**src/rtl/lock_pkg.sv**
```systemverilog
// Shared types, LED patterns and width helpers for the combination lock.
package lock_pkg;

  // Controller states
  typedef enum logic [2:0] {
    ST_LOCKED   = 3'd0,
    ST_ENTRY    = 3'd1,
    ST_CHECK    = 3'd2,
    ST_UNLOCKED = 3'd3,
    ST_ERROR    = 3'd4,
    ST_LOCKOUT  = 3'd5
  } state_t;

  // Active-low LED patterns, ordered {red, green, blue}
  localparam logic [2:0] LED_LOCKED   = 3'b011;
  localparam logic [2:0] LED_ENTRY    = 3'b110;
  localparam logic [2:0] LED_UNLOCKED = 3'b101;
  localparam logic [2:0] LED_LOCKOUT  = 3'b010;
  localparam logic [2:0] LED_OFF      = 3'b111;

  // Bits needed for a counter that must hold values 0..max_val (at least 1)
  function automatic int cnt_w(input int max_val);
    if (max_val <= 1) begin
      return 1;
    end else begin
      return $clog2(max_val + 1);
    end
  endfunction

  // LED pattern shown while in a given state
  function automatic logic [2:0] led_of(input state_t st);
    logic [2:0] led;
    case (st)
      ST_LOCKED:   led = LED_LOCKED;
      ST_ENTRY:    led = LED_ENTRY;
      ST_ERROR:    led = LED_ENTRY;
      ST_UNLOCKED: led = LED_UNLOCKED;
      ST_LOCKOUT:  led = LED_LOCKOUT;
      ST_CHECK:    led = LED_OFF;
      default:     led = LED_LOCKED;
    endcase
    return led;
  endfunction

endpackage

```
**src/rtl/btn_sync_edge.sv**
```systemverilog
// Raw active-low button: 2-flop synchroniser plus a tick-rate press detector.
// A press is a released-to-pressed change between two consecutive tick samples.
module btn_sync_edge (
  input  logic i_clk,
  input  logic i_rst,
  input  logic i_tick,
  input  logic i_btn_n,
  output logic o_press
);

  logic r_meta;
  logic r_sync;
  logic r_samp;

  // Synchronise the raw level and keep the previous tick sample; reset to released
  always_ff @(posedge i_clk) begin
    if (i_rst) begin
      r_meta <= 1'b1;
      r_sync <= 1'b1;
      r_samp <= 1'b1;
    end else begin
      r_meta <= i_btn_n;
      r_sync <= r_meta;
      if (i_tick) begin
        r_samp <= r_sync;
      end
    end
  end

  assign o_press = i_tick & r_samp & ~r_sync;

endmodule

```
**src/rtl/lock_fsm_multi.sv**
```systemverilog
// Multi-digit combination lock: tick divider, lock FSM, code register,
// tries/lockout/relock counters and buzzer timer. Outputs are registered.
module lock_fsm_multi
  import lock_pkg::*;
#(
  parameter int                         DIGITS        = 4,
  parameter int                         DIGIT_W       = 2,
  parameter logic [DIGITS*DIGIT_W-1:0]  PASSWORD      = 8'h9C,
  parameter int                         TICK_DIV      = 2_000_000,
  parameter int                         MAX_TRIES     = 3,
  parameter int                         LOCKOUT_TICKS = 200,
  parameter int                         RELOCK_TICKS  = 300,
  parameter int                         BEEP_SHORT    = 10,
  parameter int                         BEEP_LONG     = 25
) (
  input  logic                                        hw_clk,
  input  logic                                        btn_reset,
  input  logic                                        btn_toggle,
  input  logic                                        btn_next,
  input  logic                                        btn_enter,
  output logic                                        led_red,
  output logic                                        led_green,
  output logic                                        led_blue,
  output logic                                        buzzer,
  output logic [((DIGITS > 1) ? $clog2(DIGITS) : 1)-1:0] digit_idx,
  output logic [$clog2(MAX_TRIES + 1)-1:0]            tries_left,
  output logic                                        locked_out
);

  localparam int CODE_W      = DIGITS * DIGIT_W;
  localparam int IDX_W       = (DIGITS > 1) ? $clog2(DIGITS) : 1;
  localparam int TRY_W       = $clog2(MAX_TRIES + 1);
  localparam int DIV_W       = cnt_w(TICK_DIV - 1);
  localparam int LOCK_W      = cnt_w(LOCKOUT_TICKS);
  localparam int IDLE_W      = cnt_w(RELOCK_TICKS);
  localparam int BEEP_MAX    = (BEEP_LONG > BEEP_SHORT) ? BEEP_LONG : BEEP_SHORT;
  localparam int BEEP_W      = cnt_w(BEEP_MAX);
  localparam int RELOCK_LAST = (RELOCK_TICKS > 0) ? RELOCK_TICKS - 1 : 0;

  // Tick divider
  logic [DIV_W-1:0]  r_div;
  logic              w_tick;

  // Synchronised presses
  logic              w_press_toggle;
  logic              w_press_next;
  logic              w_press_enter;
  logic              w_press_any;

  // FSM and datapath registers with their next values
  state_t            r_state;
  state_t            w_state_nxt;
  logic [CODE_W-1:0] r_code;
  logic [CODE_W-1:0] w_code_nxt;
  logic [IDX_W-1:0]  r_idx;
  logic [IDX_W-1:0]  w_idx_nxt;
  logic [TRY_W-1:0]  r_tries;
  logic [TRY_W-1:0]  w_tries_nxt;
  logic [LOCK_W-1:0] r_lock_cnt;
  logic [LOCK_W-1:0] w_lock_nxt;
  logic [IDLE_W-1:0] r_idle_cnt;
  logic [IDLE_W-1:0] w_idle_nxt;
  logic [BEEP_W-1:0] r_beep_cnt;
  logic [BEEP_W-1:0] w_beep_nxt;

  // Output registers
  logic [2:0]        r_led;
  logic              r_buzzer;
  logic              r_locked_out;

  assign w_tick = (r_div == DIV_W'(TICK_DIV - 1));

  // Free-running divider producing a one-cycle tick every TICK_DIV cycles
  always_ff @(posedge hw_clk) begin
    if (btn_reset) begin
      r_div <= DIV_W'(0);
    end else if (w_tick) begin
      r_div <= DIV_W'(0);
    end else begin
      r_div <= r_div + DIV_W'(1);
    end
  end

  btn_sync_edge u_sync_toggle (
    .i_clk   (hw_clk),
    .i_rst   (btn_reset),
    .i_tick  (w_tick),
    .i_btn_n (btn_toggle),
    .o_press (w_press_toggle)
  );

  btn_sync_edge u_sync_next (
    .i_clk   (hw_clk),
    .i_rst   (btn_reset),
    .i_tick  (w_tick),
    .i_btn_n (btn_next),
    .o_press (w_press_next)
  );

  btn_sync_edge u_sync_enter (
    .i_clk   (hw_clk),
    .i_rst   (btn_reset),
    .i_tick  (w_tick),
    .i_btn_n (btn_enter),
    .o_press (w_press_enter)
  );

  assign w_press_any = w_press_toggle | w_press_next | w_press_enter;

  // Next-state and next datapath values; everything holds outside tick cycles
  always_comb begin
    w_state_nxt = r_state;
    w_code_nxt  = r_code;
    w_idx_nxt   = r_idx;
    w_tries_nxt = r_tries;
    w_lock_nxt  = r_lock_cnt;
    w_idle_nxt  = r_idle_cnt;
    w_beep_nxt  = r_beep_cnt;

    if (w_tick) begin
      // Running beep counts down; a new beep loaded below overrides it
      if (r_beep_cnt != BEEP_W'(0)) begin
        w_beep_nxt = r_beep_cnt - BEEP_W'(1);
      end else begin
        w_beep_nxt = r_beep_cnt;
      end

      case (r_state)
        ST_LOCKED: begin
          if (w_press_enter) begin
            w_state_nxt = ST_ENTRY;
            w_code_nxt  = CODE_W'(0);
            w_idx_nxt   = IDX_W'(0);
          end else begin
            w_state_nxt = ST_LOCKED;
          end
        end

        ST_ENTRY: begin
          // One action per tick: enter beats next beats toggle
          if (w_press_enter) begin
            w_state_nxt = ST_CHECK;
          end else if (w_press_next) begin
            if (r_idx == IDX_W'(DIGITS - 1)) begin
              w_idx_nxt = IDX_W'(0);
            end else begin
              w_idx_nxt = r_idx + IDX_W'(1);
            end
          end else if (w_press_toggle) begin
            for (int i = 0; i < DIGITS; i++) begin
              if (r_idx == IDX_W'(i)) begin
                w_code_nxt[i*DIGIT_W +: DIGIT_W] = r_code[i*DIGIT_W +: DIGIT_W] + DIGIT_W'(1);
              end else begin
                w_code_nxt[i*DIGIT_W +: DIGIT_W] = r_code[i*DIGIT_W +: DIGIT_W];
              end
            end
          end else begin
            w_state_nxt = ST_ENTRY;
          end
        end

        ST_CHECK: begin
          if (r_code == PASSWORD) begin
            w_state_nxt = ST_UNLOCKED;
            w_tries_nxt = TRY_W'(MAX_TRIES);
            w_idle_nxt  = IDLE_W'(0);
            w_beep_nxt  = BEEP_W'(BEEP_SHORT);
          end else if (r_tries > TRY_W'(1)) begin
            w_state_nxt = ST_ERROR;
            w_tries_nxt = r_tries - TRY_W'(1);
            w_beep_nxt  = BEEP_W'(BEEP_LONG);
          end else begin
            w_state_nxt = ST_LOCKOUT;
            w_tries_nxt = TRY_W'(0);
            w_lock_nxt  = LOCK_W'(LOCKOUT_TICKS);
            w_beep_nxt  = BEEP_W'(BEEP_LONG);
          end
        end

        ST_ERROR: begin
          if (w_press_enter) begin
            w_state_nxt = ST_LOCKED;
          end else begin
            w_state_nxt = ST_ERROR;
          end
        end

        ST_UNLOCKED: begin
          if (w_press_enter) begin
            w_state_nxt = ST_LOCKED;
            w_idle_nxt  = IDLE_W'(0);
          end else if (w_press_any) begin
            w_idle_nxt = IDLE_W'(0);
          end else if (RELOCK_TICKS != 0) begin
            // Last idle tick before the count would reach RELOCK_TICKS
            if (r_idle_cnt == IDLE_W'(RELOCK_LAST)) begin
              w_state_nxt = ST_LOCKED;
              w_idle_nxt  = IDLE_W'(0);
            end else begin
              w_idle_nxt = r_idle_cnt + IDLE_W'(1);
            end
          end else begin
            w_idle_nxt = IDLE_W'(0);
          end
        end

        ST_LOCKOUT: begin
          // Buttons are ignored; leave on the tick the count reaches zero
          if (r_lock_cnt <= LOCK_W'(1)) begin
            w_state_nxt = ST_LOCKED;
            w_lock_nxt  = LOCK_W'(0);
            w_tries_nxt = TRY_W'(MAX_TRIES);
          end else begin
            w_lock_nxt = r_lock_cnt - LOCK_W'(1);
          end
        end

        default: begin
          w_state_nxt = ST_LOCKED;
        end
      endcase
    end else begin
      w_beep_nxt = r_beep_cnt;
    end
  end

  // FSM state register
  always_ff @(posedge hw_clk) begin
    if (btn_reset) begin
      r_state <= ST_LOCKED;
    end else begin
      r_state <= w_state_nxt;
    end
  end

  // Code, digit index and counter registers
  always_ff @(posedge hw_clk) begin
    if (btn_reset) begin
      r_code     <= CODE_W'(0);
      r_idx      <= IDX_W'(0);
      r_tries    <= TRY_W'(MAX_TRIES);
      r_lock_cnt <= LOCK_W'(0);
      r_idle_cnt <= IDLE_W'(0);
      r_beep_cnt <= BEEP_W'(0);
    end else begin
      r_code     <= w_code_nxt;
      r_idx      <= w_idx_nxt;
      r_tries    <= w_tries_nxt;
      r_lock_cnt <= w_lock_nxt;
      r_idle_cnt <= w_idle_nxt;
      r_beep_cnt <= w_beep_nxt;
    end
  end

  // Output registers follow the state and beep count being entered
  always_ff @(posedge hw_clk) begin
    if (btn_reset) begin
      r_led        <= LED_LOCKED;
      r_buzzer     <= 1'b0;
      r_locked_out <= 1'b0;
    end else begin
      r_led        <= led_of(w_state_nxt);
      r_buzzer     <= (w_beep_nxt != BEEP_W'(0));
      r_locked_out <= (w_state_nxt == ST_LOCKOUT);
    end
  end

  assign led_red    = r_led[2];
  assign led_green  = r_led[1];
  assign led_blue   = r_led[0];
  assign buzzer     = r_buzzer;
  assign locked_out = r_locked_out;
  assign digit_idx  = r_idx;
  assign tries_left = r_tries;

endmodule

```
**config.mk**
```make
export PLATFORM = sky130hd
export DESIGN_NAME = lock_fsm_multi
export DESIGN_NICKNAME = d
export VERILOG_FILES = /design/src/rtl/lock_pkg.sv /design/src/rtl/btn_sync_edge.sv /design/src/rtl/lock_fsm_multi.sv
export SDC_FILE = /design/constraint.sdc
export NUM_CORES = 1
export LEC_CHECK = 0
export BUFFER_PORTS_ARGS = -buffer_cell sky130_fd_sc_hd__buf_2
export CORE_ASPECT_RATIO = 1.2
export CORE_UTILIZATION = 43
export CTS_CLUSTER_SIZE = 8
export DETAILED_ROUTE_END_ITERATION = 8
export GPL_TIMING_DRIVEN = 1
export PLACE_DENSITY = 0.61
export SYNTH_ARGS = -nofsm -noshare
export SYNTH_HDL_FRONTEND = slang
export SYNTH_SLANG_ARGS = --single-unit
```
**constraint.sdc**
```tcl
create_clock -name hw_clk -period 3 [get_ports hw_clk]
set_input_delay 0.6 -clock hw_clk [delete_from_list [all_inputs] [get_ports hw_clk]]
set_output_delay 0.6 -clock hw_clk [all_outputs]
set_load 0.01 [all_outputs]
```
==> summary.txt, run 1 <==
Layout
  • Layout area overhead: 10.12%
  • Nets: 450
  • Fraction of layout cells with a size suffix above 1: 11.21%
  • Multi-input gate area: 1944 sq um
  • Ant. Diodes: 0
  • Layout Cells excl Fill: 529
  • Finished Core Util: 49.76%
  • Register Area: 1441 sq um
  • # fillers: 759

GRT
  • Total GRT Usage: 19.04%
  • Number of global-route vias before repair: 2849
  • Initial antenna violation count: 0
  • Pin count of the biggest net entering global routing: 39
  • Met3 usage: 3.423%
  • Met2 Track Usage GR: 32.96%
  • GR Util met1: 23.26%
  • First-pass GRT wire length: 13010 microns
  • Grt ovf: 0
  • Grt peak-use layer: met2

Worst hold path
  • WHS Endpoint: u_sync_next.r_sync
  • Hold path start: u_sync_next.r_meta
  • Worst min path class: register to register
  • WHS Path Cells: 1

Yosys
  • Post-Syn Nets: 434
  • Post-Syn Area per Cell: 8.467 sq um
  • Post-synth ARST share: 0%
  • Distinct cells, synth: 60
  • Gate Count Post-Synth: 416
  • EDFF count, synth: 0
  • Synthesized area: 3522 sq um
  • Most used DFF post-synth: dfxtp_1
  • Seq/Total Area, Yosys: 40.92%
  • Yosys warns: 0
  • Synthesized flop and latch total: 72

Critical path
  • Crit Path Max Fanout: 7
  • CP Buf/Inv Count: 0
  • Worst R2R Start: r_lock_cnt[2]
  • CP peak stage delay: 0.58 ns
  • Nature of the critical path endpoint: register
  • CP max stage cell: or4_4
  • Startpoint types: register
  • Data arrival, critical path: 2.81 ns
  • Crit Path Category: register to register
  • CP cell instances: or4_4 > o41ai_4 > o41ai_1 > a211oi_2 > nand3_1 > mux2_4
  • Critical path required time: 3.24 ns
  • Worst R2R End: r_led[2]
  • Top Family by Delay on Critical Path: compound AO/OA/AOI/OAI gates
  • Reg2Reg Depth: 6
  • Reg2reg setup slack: 0.42 ns

STA
  • Tmin final: 2.578 ns
  • Slew @ Worst Pin: 0.7735 ns
  • Setup TNS: 0 ns
  • Slew margin rel.: 47.96%
  • Period utilisation layout: 85.92%
  • Worst Slack Setup Final: 0.4225 ns
  • Hold Fails Final Rpt: 0
  • Slew Viols, Final: 0
  • Setup violations, final: 0
  • Max Clk Rate: 388.0 MHz
  • RSZ-0062 raised after global routing: no
  • Clock Skew: 0.007271 ns

Route
  • Routed vias/inst: 5.611
  • Routed WL: 7576 microns
  • Wire length per cell: 14.32 microns
  • First-pass detailed-route iteration total: 6
  • Routed Antenna Nets: 0
  • DRC violations left: 0
  • DR iter-0 viols: 189
  • Via count: 2968

Die
  • Die width: 84.62 microns
  • Initial Utilization: 45.18%
  • Core area: 7795 sq um
  • Row Count: 35
  • Ports: 14
  • Height of the chip: 101.1 microns
  • Die Area: 8558 sq um

Clock tree
  • CTS tree: built
  • CTS sink cnt: 72
  • CTS Buf Count: 9
  • Later-pin clock latency in the skew report: 0.35 ns
  • H-tree depth reported by CTS: 3
  • CTS max path bufs: 2
  • Clock transition at path regs: 0.08 ns
  • Post_cts resized: 0
  • Hold-fix buffers, CTS: 0
  • CTS root buffer: clkbuf_8
  • Setup Buffers After CTS: 0

Placement
  • DP Cell Count: 513
  • Post-Place Worst Slack: 0.4638 ns
  • Final HPWL DP: 5304 microns
  • Port-buffer cells: 13
  • RD Place Congestion: 0.8130

Power and ir drop
  • Worst vdd rail ir drop: 0.2980 mV
  • Leak: 1.448 nW
  • Pwr Density: 481.3 nW/um^2

Status
  • Status: finished, final reports clean

Flow run
  • Max Cap Viol: 0
## state kept, by name, summed over array words and instances (netlist names)
name / cells
u_sync_enter.r_samp: 1
r_led: 3
u_sync_next.r_samp: 1
locked_out: 1
r_idle_cnt: 9
u_sync_toggle.r_meta: 1
digit_idx: 2
r_div: 21
r_code: 8
r_state: 3
tries_left: 2
u_sync_toggle.r_samp: 1
u_sync_enter.r_meta: 1
r_beep_cnt: 5
u_sync_next.r_meta: 1
u_sync_toggle.r_sync: 1
u_sync_enter.r_sync: 1
r_lock_cnt: 8
buzzer: 1
u_sync_next.r_sync: 1
## power by group
| group | internal, mW | total (mW) | leakage, nW | switching [mW] |
|---|---|---|---|---|
| Sequential | 0.963 | 0.970 | 0.582 | 0.00690 |
| Combinational | 0.0145 | 0.0425 | 0.756 | 0.0280 |
| Clock | 0.469 | 0.855 | 0.110 | 0.385 |
## per-stage QoR
stage | hold slack, ns | power (mW) | instance area [sq um]
6_report | 0.4140 | 1.867 | 3879
5_1_grt | 0.4241 | 1.936 | 3879
4_1_cts | 0.4120 | 1.893 | 3879
3_5_place_dp | 0.3961 | 1.035 | 3660
3_3_place_gp | 0.3957 | 1.034 | 3660
2_1_floorplan | 0.3895 | 1.020 | 3522
## layer usage
metal	share of wire [%]	vias up
met2	49	43
li1	-	1511
met4	1.6	0
met3	3.3	10
met1	47	1404
met5	0	-
## synthesized netlist by cell type, types with 3 or more instances
master	n	area, sq um
nand4_1	10	62.56
buf_6	3	33.78
nand2_1	36	135.1
clkbuf_1	7	26.28
nor4_1	6	37.54
a21oi_1	26	130.1
nor3_1	10	50.05
nor2_1	58	217.7
ha_1	13	162.7
a32oi_1	4	35.03
or3_1	5	31.28
nand2b_1	5	31.28
a22oi_1	4	30.03
or2_2	8	50.05
nor2b_1	5	31.28
and2_1	4	25.02
nand3b_1	5	37.54
inv_1	14	52.55
o22ai_1	3	18.77
and4_1	6	52.55
and3_1	7	43.79
or4_1	3	22.52
xor2_1	17	148.9
xnor2_1	8	70.07
o21ai_1	3	15.01
o21ai_0	15	75.07
nand3_1	20	100.1
dfxtp_1	72	1441
## cells in the final DEF, fill, tap and decap left out, types with 3 or more instances in the layout
cell,n
or4_1,3
a22oi_1,4
nand3_1,20
and4_1,6
nand3b_1,5
xor2_1,17
dfxtp_1,72
xnor2_1,8
nand4_1,10
o22ai_1,3
nor3_1,10
o21ai_1,3
a21oi_1,26
inv_1,14
or3_1,5
a32oi_1,4
nor2b_1,5
and2_1,4
and3_1,7
buf_4,5
o21ai_0,15
clkbuf_8,9
nor4_1,6
nand2_1,36
buf_2,13
nor2_1,58
or2_2,8
nand2b_1,5
ha_1,13
## cells by family (layout without fill, tap and decap cells)
| family | count (synthesis) | in the layout | share of synthesized area, % |
|---|---|---|---|
| AO/OA/AOI/OAI | 75 | 75 | 14.07 |
| buffers and inverters | 28 | 49 | 3.872 |
| AND/OR/NAND/NOR | 201 | 201 | 29.59 |
| flip-flops | 72 | 72 | 40.92 |
| adder cells (fa/ha/maj) | 13 | 13 | 4.618 |
| XOR/XNOR | 25 | 25 | 6.217 |
| multiplexers | 2 | 2 | 0.7104 |
## area by class of cell
cell class	count	area share [%]
inverters	15	1.452
clock inverters	7	2.452
multi-input cells	316	50.13
repair buffers	18	2.645
well taps	92	2.968
clock buffers	9	3.194
flip-flops and latches	72	37.16
## worst max path at each step
stage,start,to,cells past startpoint
finish,r_lock_cnt[2],r_led[2],6
CTS,r_lock_cnt[2],r_led[2],6
global route,r_state[0],r_code[2],6
detailed placement,r_lock_cnt[2],r_led[2],6
global placement,r_lock_cnt[2],r_led[2],6
floorplan,r_lock_cnt[2],r_led[2],6
No activity file was read; power rests on OpenSTA's default activity.
==> run 2, diff against run 1 <==
--- a/config.mk
+++ b/config.mk
@@ -11,7 +11,9 @@
 export CTS_CLUSTER_SIZE = 8
 export DETAILED_ROUTE_END_ITERATION = 8
 export GPL_TIMING_DRIVEN = 1
+export MAX_ROUTING_LAYER = met4
 export PLACE_DENSITY = 0.61
+export REMOVE_ABC_BUFFERS = 1
 export SYNTH_ARGS = -nofsm -noshare
 export SYNTH_HDL_FRONTEND = slang
 export SYNTH_SLANG_ARGS = --single-unit
==> run 2 against run 1 <==
  * Sequential power barely moved
  * Via count fell by 0.77%
  * Count of clock-buffer cells in the layout did not move
  * Fmax rose by 0.34%
  * Sequential cell count did not move
  * Register-to-register slack barely moved
  * First-iteration DRC count fell by 45%
  * Hold slack got worse by 0.0030 ns
  * Clock skew fell by 0.0019 ns
  * Die area did not move
  * Largest cell class unchanged
==> summary.txt, run 2 (synthesized netlist as in run 1, its figures left out) <==
STA
  • Slew margin rel.: 44.37%
  • Setup violations, final: 0
  • Clock Skew: 0.005420 ns
  • Setup TNS: 0 ns
  • RSZ-0062 raised after global routing: no
  • Period utilisation layout: 85.63%
  • Tmin final: 2.569 ns
  • Worst Slack Setup Final: 0.4312 ns
  • Slew Viols, Final: 0
  • Slew @ Worst Pin: 0.8268 ns
  • Max Clk Rate: 389.3 MHz
  • Hold Fails Final Rpt: 0

Layout
  • Ant. Diodes: 0
  • Layout area overhead: 10.16%
  • Most common cell after layout, fill and taps aside: dfxtp_1
  • Most frequent cells in the layout: dfxtp_1 (72), nor2_1 (58), nand2_1 (36), a21oi_1 (26), nand3_1 (20)
  • Nets: 450
  • Largest regs: r_div: 21 flops, r_idle_cnt: 9 flops
  • Fraction of layout cells with a size suffix above 1: 11.21%
  • Max reg flops: 21
  • Top reg by flops: r_div
  • Layout Cells excl Fill: 529

Die
  • Core area: 7795 sq um
  • Die Area: 8558 sq um
  • Initial Utilization: 45.18%
  • Row Count: 35
  • Ports: 14
  • Height of the chip: 101.1 microns
  • Die width: 84.62 microns

Route
  • DR iter-0 viols: 104
  • First-pass detailed-route iteration total: 7
  • Via count: 2945
  • DRC violations left: 0
  • Wire length per cell: 13.43 microns
  • Routed WL: 7102 microns
  • Routed Antenna Nets: 0
  • Routed vias/inst: 5.567

Clock tree
  • CTS root buffer: clkbuf_8
  • CTS tree: built
  • H-tree depth reported by CTS: 3
  • Post_cts resized: 0
  • Hold-fix buffers, CTS: 0
  • CTS sink cnt: 72
  • Clock transition at path regs: 0.08 ns
  • CTS Buf Count: 9
  • Later-pin clock latency in the skew report: 0.34 ns
  • CTS max path bufs: 2
  • Setup Buffers After CTS: 0

GRT
  • Pin count of the biggest net entering global routing: 39
  • Grt ovf: 0
  • Initial antenna violation count: 0
  • First-pass GRT wire length: 12350 microns
  • Total GRT Usage: 18.68%
  • Number of global-route vias before repair: 2710

Power and ir drop
  • Leak: 1.453 nW
  • Switching Share: 21.88%
  • Psw: 0.4051 mW
  • P_int: 1.447 mW
  • Sequential Power Share: 52.3%
  • Worst vdd rail ir drop: 0.2853 mV
  • Power share of the combinational group: 2.3%
  • Overall power: 1.852 mW
  • Share of total power in the clock network: 45.4%
  • Pwr Density: 477.2 nW/um^2

Critical path
  • CP max stage cell: or4_4
  • CP cell instances: or4_4 > o41ai_4 > o41ai_1 > a211oi_2 > nand3_1 > mux2_4
  • CP peak stage delay: 0.57 ns
  • Data arrival, critical path: 2.81 ns
  • Crit Path Category: register to register
  • Top Family by Delay on Critical Path: compound AO/OA/AOI/OAI gates
  • Startpoint types: register
  • Nature of the critical path endpoint: register
  • Crit Path Max Fanout: 7
  • Critical path required time: 3.24 ns
  • CP Buf/Inv Count: 0

Placement
  • Final HPWL DP: 5040 microns
  • DP Cell Count: 513
  • RD Place Congestion: 0.8729
  • Port-buffer cells: 13
  • Post-Place Worst Slack: 0.4491 ns

Status
  • Status: finished, final reports clean

Worst hold path
  • Worst min path class: register to register

Flow run
  • Max Cap Viol: 0
-- run 2: path summary, 6_finish.rpt --
check                         end            startpoint  slack (ns)  depth (start not counted)
max                      r_led[2]         r_lock_cnt[2]        0.43                          6
min          u_sync_toggle.r_sync  u_sync_toggle.r_meta        0.41                          1
max reg2reg              r_led[2]         r_lock_cnt[2]        0.43                          6
min reg2reg  u_sync_toggle.r_sync  u_sync_toggle.r_meta        0.41                          1
-- run 2: cell type report --
type	instances	area, sq um
clock inverter	7	96.34
clock buffer	9	123.9
tap	92	115.1
timing repair buffer	18	102.6
sequential	72	1441
inverter	15	56.30
fill	786	3915
multi-input combinational	316	1944
-- run 2: routing by layer --
layer,wire length (microns),share of wire [%],global-route usage (%)
met5,0,0,-
met4,114,1.6,9.518
met3,191,2.7,3.260
met2,3423,48,29.89
met1,3372,47,22.74
-- run 2: worst register-to-register path: cells and delay by family, from the launching register on --
family	cells	cell delay (ns)
AO/OA/AOI/OAI	3	1.08
flip-flops	1	0.36
multiplexers	1	0.31
AND/OR/NAND/NOR	2	0.73
-- run 2: metrics by stage --
stage	util, %	cell area [sq um]	hold slack, ns
after floorplan	-	3442	0.3895
after global placement	46.95	3660	0.3937
after detailed placement	46.95	3660	0.3936
after CTS	49.78	3880	0.4121
after global routing	49.78	3880	0.4199
final	49.78	3880	0.4111
-- run 2: power groups by stage --
stage | Sequential (mW) | Combinational (mW) | Clock (mW)
after floorplan | 0.990 | 0.0224 | 0
after global placement | 0.991 | 0.0431 | 0
after detailed placement | 0.991 | 0.0429 | 0
after CTS | 0.968 | 0.0430 | 0.859
after global routing | 0.969 | 0.0482 | 0.900
final | 0.968 | 0.0422 | 0.841
